### config.mk
export PLATFORM = sky130hd
export DESIGN_NAME = ntt_coef_io
export DESIGN_NICKNAME = d
export VERILOG_FILES = /design/src/rtl/ntt_io_pkg.sv /design/src/rtl/coef_skid_fifo.sv /design/src/rtl/ntt_coef_io.sv
export SDC_FILE = /design/constraint.sdc
export NUM_CORES = 1
export LEC_CHECK = 0
export ABC_CLOCK_PERIOD_IN_PS = 6400
export BUFFER_PORTS_ARGS = -buffer_cell sky130_fd_sc_hd__buf_4
export CAP_MARGIN = 25
export CORE_MARGIN = 2
export CORE_UTILIZATION = 25
export DETAILED_ROUTE_END_ITERATION = 12
export GPL_ROUTABILITY_DRIVEN = 0
export HOLD_SLACK_MARGIN = 0.05
export PLACE_DENSITY = 0.54
export SLEW_MARGIN = 20
export SYNTH_ARGS = -nofsm -noshare
export SYNTH_HDL_FRONTEND = slang
export SYNTH_HIERARCHICAL = 1
export SYNTH_SLANG_ARGS = --single-unit
### constraint.sdc
create_clock -name clk_i -period 6.4 [get_ports clk_i]
set_input_delay 1.28 -clock clk_i [delete_from_list [all_inputs] [get_ports clk_i]]
set_output_delay 1.28 -clock clk_i [all_outputs]
set_load 0.05 [all_outputs]
### src/rtl/ntt_io_pkg.sv
// ntt_io_pkg: shared FSM state type, default widths and the bit-reverse
// helper used by the NTT coefficient I/O block.
package ntt_io_pkg;

  localparam int DEF_DATA_WIDTH = 12;
  localparam int DEF_ADW        = 5;

  typedef enum logic [1:0] {
    IDLE   = 2'd0,
    LOAD   = 2'd1,
    UNLOAD = 2'd2
  } io_state_t;

  // Reverse the lowest 'width' bits of 'value'; upper bits come back as zero.
  function automatic logic [31:0] bit_reverse(input logic [31:0] value, input int width);
    logic [31:0] r;
    r = '0;
    for (int i = 0; i < 32; i++) begin
      if (i < width) begin
        r[i] = value[width-1-i];
      end
    end
    return r;
  endfunction

endpackage

### src/rtl/coef_skid_fifo.sv
// coef_skid_fifo: 2-entry FIFO that holds RAM read data for the output
// coefficient stream. The head entry drives the stream and only moves on a
// pop, so data and last stay stable under backpressure.
module coef_skid_fifo #(
  parameter int WIDTH = 12
) (
  input  logic             clk_i,
  input  logic             rst_i,
  input  logic             push_i,
  input  logic [WIDTH-1:0] push_data_i,
  input  logic             push_last_i,
  input  logic             pop_ready_i,
  output logic             valid_o,
  output logic [WIDTH-1:0] data_o,
  output logic             last_o,
  output logic [1:0]       count_o
);

  logic [WIDTH-1:0] head_data;
  logic [WIDTH-1:0] tail_data;
  logic             head_last;
  logic             tail_last;
  logic [1:0]       count;
  logic             pop;

  assign valid_o = (count != 2'd0);
  assign pop     = valid_o & pop_ready_i;
  assign data_o  = head_data;
  assign last_o  = head_last & valid_o;
  assign count_o = count;

  // Push/pop bookkeeping; the writer never pushes into a full FIFO without a pop.
  always_ff @(posedge clk_i or posedge rst_i) begin
    if (rst_i) begin
      head_data <= '0;
      tail_data <= '0;
      head_last <= 1'b0;
      tail_last <= 1'b0;
      count     <= 2'd0;
    end else begin
      case ({push_i, pop})
        2'b10: begin
          if (count == 2'd0) begin
            head_data <= push_data_i;
            head_last <= push_last_i;
          end else begin
            tail_data <= push_data_i;
            tail_last <= push_last_i;
          end
          count <= count + 2'd1;
        end
        2'b01: begin
          head_data <= tail_data;
          head_last <= tail_last;
          count     <= count - 2'd1;
        end
        2'b11: begin
          if (count == 2'd1) begin
            head_data <= push_data_i;
            head_last <= push_last_i;
          end else begin
            head_data <= tail_data;
            head_last <= tail_last;
            tail_data <= push_data_i;
            tail_last <= push_last_i;
          end
        end
        default: begin
        end
      endcase
    end
  end

endmodule

### src/rtl/ntt_coef_io.sv
// ntt_coef_io: moves a full set of DEPTH = 2**ADW coefficients between the
// stream interfaces and RAM port A. LOAD writes the input stream into RAM,
// UNLOAD reads RAM in natural order into the output stream.
// Optional feature: define NTT_COEF_IO_BITREV_EN to store load beat k at the
// bit-reversed address of k instead of at address k.
module ntt_coef_io
  import ntt_io_pkg::*;
#(
  parameter int DATA_WIDTH = DEF_DATA_WIDTH,
  parameter int ADW        = DEF_ADW
) (
  input  logic                  clk_i,
  input  logic                  rst_i,
  input  logic                  start_load_i,
  input  logic                  start_unload_i,
  output logic                  busy_o,
  output logic                  done_o,
  input  logic                  s_valid_i,
  output logic                  s_ready_o,
  input  logic [DATA_WIDTH-1:0] s_data_i,
  output logic                  m_valid_o,
  input  logic                  m_ready_i,
  output logic [DATA_WIDTH-1:0] m_data_o,
  output logic                  m_last_o,
  output logic                  ram_we_o,
  output logic [ADW-1:0]        ram_addr_o,
  output logic [DATA_WIDTH-1:0] ram_din_o,
  input  logic [DATA_WIDTH-1:0] ram_dout_i
);

  localparam logic [ADW-1:0] LAST_ADDR = {ADW{1'b1}};

  io_state_t      state;
  logic [ADW-1:0] cnt;
  logic           cnt_done;
  logic           rd_pend1;
  logic           rd_pend2;
  logic           rd_last1;
  logic           rd_last2;
  logic [1:0]     fifo_count;
  logic [2:0]     in_use;
  logic           s_fire;
  logic           m_pop;
  logic           issue;
  logic [ADW-1:0] load_addr;

`ifdef NTT_COEF_IO_BITREV_EN
  assign load_addr = ADW'(bit_reverse(32'(cnt), ADW));
`else
  assign load_addr = cnt;
`endif

  assign busy_o    = (state != IDLE);
  assign s_ready_o = (state == LOAD) && !cnt_done;
  assign s_fire    = s_valid_i & s_ready_o;
  assign m_pop     = m_valid_o & m_ready_i;

  // Entries that will still need FIFO space after this edge: occupancy left
  // after the current pop plus both read pipeline stages. Keeping this below
  // two guarantees every read lands in a free FIFO slot.
  assign in_use = {1'b0, fifo_count} - {2'b00, m_pop} + {2'b00, rd_pend1} + {2'b00, rd_pend2};
  assign issue  = (state == UNLOAD) && !cnt_done && (in_use < 3'd2);

  coef_skid_fifo #(
    .WIDTH(DATA_WIDTH)
  ) u_fifo (
    .clk_i       (clk_i),
    .rst_i       (rst_i),
    .push_i      (rd_pend2),
    .push_data_i (ram_dout_i),
    .push_last_i (rd_last2),
    .pop_ready_i (m_ready_i),
    .valid_o     (m_valid_o),
    .data_o      (m_data_o),
    .last_o      (m_last_o),
    .count_o     (fifo_count)
  );

  // Pass FSM with registered RAM drive, done pulse and read pipeline tracking.
  always_ff @(posedge clk_i or posedge rst_i) begin
    if (rst_i) begin
      state      <= IDLE;
      cnt        <= '0;
      cnt_done   <= 1'b0;
      done_o     <= 1'b0;
      ram_we_o   <= 1'b0;
      ram_addr_o <= '0;
      ram_din_o  <= '0;
      rd_pend1   <= 1'b0;
      rd_pend2   <= 1'b0;
      rd_last1   <= 1'b0;
      rd_last2   <= 1'b0;
    end else begin
      done_o   <= 1'b0;
      ram_we_o <= 1'b0;
      rd_pend1 <= issue;
      rd_last1 <= issue && (cnt == LAST_ADDR);
      rd_pend2 <= rd_pend1;
      rd_last2 <= rd_last1;
      case (state)
        IDLE: begin
          cnt      <= '0;
          cnt_done <= 1'b0;
          if (start_load_i) begin
            state <= LOAD;
          end else if (start_unload_i) begin
            state <= UNLOAD;
          end
        end
        LOAD: begin
          if (s_fire) begin
            ram_we_o   <= 1'b1;
            ram_addr_o <= load_addr;
            ram_din_o  <= s_data_i;
            cnt        <= cnt + 1'b1;
            if (cnt == LAST_ADDR) begin
              cnt_done <= 1'b1;
            end
          end else if (cnt_done) begin
            cnt_done <= 1'b0;
            done_o   <= 1'b1;
            state    <= IDLE;
          end
        end
        UNLOAD: begin
          if (issue) begin
            ram_addr_o <= cnt;
            cnt        <= cnt + 1'b1;
            if (cnt == LAST_ADDR) begin
              cnt_done <= 1'b1;
            end
          end
          if (m_pop && m_last_o) begin
            cnt_done <= 1'b0;
            done_o   <= 1'b1;
            state    <= IDLE;
          end
        end
        default: begin
          state <= IDLE;
        end
      endcase
    end
  end

endmodule
* After elaboration in Yosys (flattened, before gate mapping)
Index checks and enable logic that the tools add are counted.
Widths: inputs -> output; s select.
** Storage, ports and cells
- Word-level logic and storage cells :: 101
- Flip-flop bits (word level) :: 59
- Bits in read-only memories :: 0
- Output and inout bits :: 35
- Input port bits :: 30
- Bits in latches :: 0
- Bits in writable memories :: 0
- Memories :: 0
** Cells by class
- Equality and inequality tests :: 17
- Div/mod/pow operators :: 0
- Reduce and logical (&&, ||, !) cells :: 22
- Multiply operators :: 0
- Order comparisons :: 1
- Shifts and indexed selects :: 0
- Multiplexer cells :: 36
- Bitwise operators :: 3
- $add $sub $neg :: 6
** Operator list (count)
- $mux 12 :: 4
- $pmux 12 s3 :: 1
- $pmux 12 s2 :: 1
- $mux 5 :: 4
- $pmux 5 s3 :: 1
- $mux 1 :: 13
- $ne 2x2->1 const B :: 6
- $mux 2 :: 5
- $pmux 5 s2 :: 1
- $reduce_bool 2->1 :: 5
- $reduce_and 3->1 :: 3
- $add 3x1->3 :: 2
- $eq 2x1->1 const B :: 3
- $eq 2x2->1 const B :: 3
- $pmux 1 s3 :: 2
- $pmux 2 s3 :: 1
- $reduce_and 2->1 :: 3
- $reduce_bool 3->1 :: 2
- $add 5x1->5 const B :: 1
- $eq 5x5->1 const B :: 1
- $logic_and 1x1->1 :: 5
- $logic_not 2->1 :: 2
- $ne 2x1->1 const B :: 2
- $pmux 1 s2 :: 2
- 10 further kinds :: 12

* Longest topological paths before layout
- Depth after elaboration :: 10
- Mapped depth :: 13
- Depth with buffers taken out :: 13

* Hierarchy
The synthesis kept the hierarchy.
** Modules (own cells, without submodules)
- ntt_coef_io :: area an instance 1456.4 µm², cells each 116, times used 1, sequential area each 775.7 µm²
- coef_skid_fifo :: area an instance 1420.1 µm², cells each 129, times used 1, sequential area each 700.7 µm²

* Worst setup path before layout
No wires, ideal clock.
- Path kind :: input -> register
- From :: in m_ready_i
- To :: reg ram_addr_o[0]
- Library setup time :: 0.125 ns
- Buffers on the path :: 0
- Path slack :: 2.850 ns
- Cell stages on the path :: 10
- Data required time :: 6.275 ns
- Data arrival time :: 3.425 ns
- Path through :: and2_1 > ha_1 > inv_1 > ha_1 > a21o_1 > fa_1 > xor2_1 > and3_4 > a2bb2oi_4 > mux2_2
** On the way
- Word-level cells in the longest chain between the ends :: 8
** Ends and longest elaborated chain
- from (decl) :: line ntt_coef_io.sv:22 : input logic m_ready_i,
- $and 1x1->1 :: line ntt_coef_io.sv:56 : assign m_pop = m_valid_o & m_ready_i;
- $sub 2x1->3 :: line ntt_coef_io.sv:61 : assign in_use = {1'b0, fifo_count} - {2'b00, m_pop} + {2'b00, rd_pend1} + {2'b00, rd_pend2};
- $add 3x1->3 (2 in a row) :: line ntt_coef_io.sv:61
- $lt 3x2->1 :: line ntt_coef_io.sv:62 : assign issue = (state == UNLOAD) && !cnt_done && (in_use < 3'd2);
- $logic_and 1x1->1 :: line ntt_coef_io.sv:62
- via issue :: line ntt_coef_io.sv:44 : logic issue;
- $ne 2x2->1 (no source line)
- $reduce_and 3->1 (no source line)
- to (signal assigned) :: line ntt_coef_io.sv:113 : ram_addr_o <= load_addr;
- to (signal assigned) :: line ntt_coef_io.sv:127 : ram_addr_o <= cnt;
- to (decl) :: line ntt_coef_io.sv:26 : output logic [ADW-1:0] ram_addr_o,
The timed path passes the listed nets, and every way through them passes these cells.
A chain may end at the register's enable or synchronous reset.

* Worst setup path in the final report
- From :: in m_ready_i
- To :: reg ram_addr_o[4]
The elaborated chain is that of the path after synthesis.

==> metrics <==
area grow syn2layout=31.88%; largest net degree at the start of global routing=32; Via-to-Cell Ratio=4.434; first-pass GRT wire length=10,700 µm; vias in the first global route=2,142; CTS tree=yes; simple-gate share of the synthesized area=10.66%; GR Util All Layers=10.82%; Starting Density=25.41%; CP Launch Type=primary input; grt total ovfl=0; H-Tree Depth=3; Die Area=12,380 µm²; maximum clock path buffer count=2; Hold Crit Depth=0; 1st-iter DRT viols=112; Post-Syn Instances=245; clk slew on worst S/H paths=0.05 ns; TritonCTS buffer count=9; Setup crit end kind=flop; clk_lat worst skew=0.33 ns; compound-cell area share of the yosys netlist=11.05%; initial antenna violation count=0; post-synth top area cell=dfrtp_1; Seq/Total Area, Yosys=51.33%; # diodes=0; # DRC=0; largest family of logic cells by synthesized area=multiplexers; Filler cells=1,134; core area=11,320 µm²; root buffer cell=clkbuf_16; Rows=39; Final Critical Period=3.460 ns; post-CTS setup buffers=0; Worst R2R End=ram_addr_o[4]; mux share of post-synthesis cell area=14.66%; Yosys cell types=41; crit path DAT=3.67 ns; synth warn=6; Post-Synth XOR/XNOR Area=0.6090%; Final Hold Vio Count=0; Worst EP required=6.61 ns; Synth Net Count=291; CP Max Fanout=5; Slew headroom=53.08%; Max VDD drop=253.9 µV; r2r setup slk=3.10 ns; syn_area_per_cell=11.74 µm²; critical hold path startpoint=rd_last1; Clock Skews=0.004426 ns; Setup TNS=0 ns; Die Wd=111.3 µm; Synth top area share=51.33%; CTS Hold Bufs=0; flops & latches, synth=59; # setup viols final=0; DRT antenna net count=0; dpl ws=2.595 ns; adder-cell share of the synthesized area=7.221%; via count=2,053; Layout Nets=361; Resize count post-CTS=0; final setup margin=2.940 ns; total of max-cap violations=0; R2R Path Start=u_fifo/count_o[1]; Routed WL per cell=13.29 µm; Worst Hold End=rd_last2; Area contributors post-synth=dfrtp_1 (51%), mux2_2 (8.2%), ha_1 (6.5%), mux2_4 (5.7%), a31oi_1 (3.3%); post-layout util=33.51%; fraction of layout cells with a size suffix above 1=37.19%; final worst-path cycle share=54.06%; Max Slew Vio Count=0; worst min path class=reg2reg; Ports=65; Worst-Margin Slew=0.7017 ns; synthesized cell area=2877 µm²; clock sink total=59; Crit Path Class=in2reg; drt total wl=6155 µm; post-DP HPWL=4296 µm; die height=111.3 µm; leakage dissipation=1.812 nW; pwr dens=581.2 nW/µm²; port bufs=64; R2R cell count=13; RSZ-0062 raised after global routing=no; achievable frequency=0.2890 GHz; DRT Pass-1 Iters=4; Multi-input gate area=1271 µm²; register area=1476 µm²; status=complete, no violations
[area by class of cell]
class,instances,share of cell area [%]
Clock buffer,14,6.959
Clock inverter,2,0.2639
Inverter,20,1.979
Multi-Input combinational cell,158,33.51
Sequential cell,59,38.92
Tap cell,143,4.716
Timing Repair Buffer,67,13.65
[cells by family after synthesis]
family,Yosys count
muxes,34
AOI/OAI and AO/OA,48
xor gates and xnor gates,2
and+or+nand+nor,58
DFF,59
adders and majority gates,16
buffers and inverters,28
[power by group]
group / leakage, nW / internal, mW / total, mW / switching, mW
sequential: 0.732 / 0.529 / 0.619 / 0.0903
combinational: 0.944 / 0.438 / 1.15 / 0.707
clock: 0.137 / 0.281 / 0.441 / 0.159
total: 1.81 / 1.25 / 2.20 / 0.957
[metal layers]
layer | vias to the layer above | wire length [µm] | GRT usage (%)
met5 | - | 0 | 0
met4 | 0 | 96 | 4.362
met3 | 9 | 330 | 3.991
met2 | 57 | 2808 | 16.83
met1 | 995 | 2919 | 13.62
li1 | 992 | - | -
[worst max path at each step]
stage | to | depth (start not counted) | slack, ns | start
floorplan | ram_addr_o[0] | 10 | 2.85 | m_ready_i
global placement | ram_addr_o[2] | 11 | 2.64 | m_ready_i
detailed placement | ram_addr_o[2] | 11 | 2.60 | m_ready_i
CTS | ram_addr_o[4] | 11 | 2.94 | m_ready_i
global route | ram_addr_o[4] | 11 | 2.82 | m_ready_i
finish | ram_addr_o[4] | 11 | 2.94 | m_ready_i
[per-stage QoR]
stage	total power, mW	instance area (µm²)	hold slack (ns)	instances
after floorplan	1.486	2877	0.3312	245
after global placement	1.752	3490	0.3380	445
after detailed placement	1.773	3520	0.3404	447
after CTS	2.233	3794	0.3521	463
after global routing	2.356	3794	0.3661	463
final	2.205	3794	0.3489	463
[registers in the layout, indices dropped and copies added (netlist names)]
name and count:
rd_pend1 1, u_fifo/tail_last 1, rd_last1 1, rd_last2 1
rd_pend2 1, u_fifo/tail_data 12, u_fifo/head_last 1, done_o 1
cnt 5, u_fifo/count_o 2, ram_we_o 1, ram_din_o 12
u_fifo/data_o 12, state 2, cnt_done 1, ram_addr_o 5
[cell usage after synthesis (all sizes together)]
cell type and n:
dfrtp 59, mux2 32, inv 20, nand3 17, o21ai 16, a31oi 15
ha 15, nor2 15, nand2 7, buf 5, a21oi 4, nor2b 4
and2b 3, and3 3, clkbuf 3, nand2b 3, a21boi 2, a21o 2
and2 2, mux2i 2, or2b 2, a21bo 1, a22o 1, a22oi 1
a2bb2oi 1, a31o 1, a32o 1, fa 1, nand3b 1, nor3 1
o211ai 1, o21a 1, o22ai 1, xnor2 1, xor2 1
[critical path, stage by stage]
cell       delay [ns]
buf_4            0.12
and2_1           0.15
ha_1             0.27
inv_1            0.04
ha_1             0.26
a21o_1           0.17
fa_1             0.37
xor2_1           0.21
and3_4           0.25
a2bb2oi_4        0.21
mux2_2           0.35
[cells in the final DEF (no fill, tap or decap), drive strengths merged, types with 3 or more instances in the layout]
cell / count
buf: 67
dfrtp: 59
mux2: 32
inv: 20
nand3: 17
o21ai: 16
nor2: 15
a31oi: 15
ha: 15
clkbuf: 14
nand2: 7
a21oi: 4
nor2b: 4
and2b: 3
and3: 3
nand2b: 3
No activity file was read; power rests on OpenSTA's default activity.
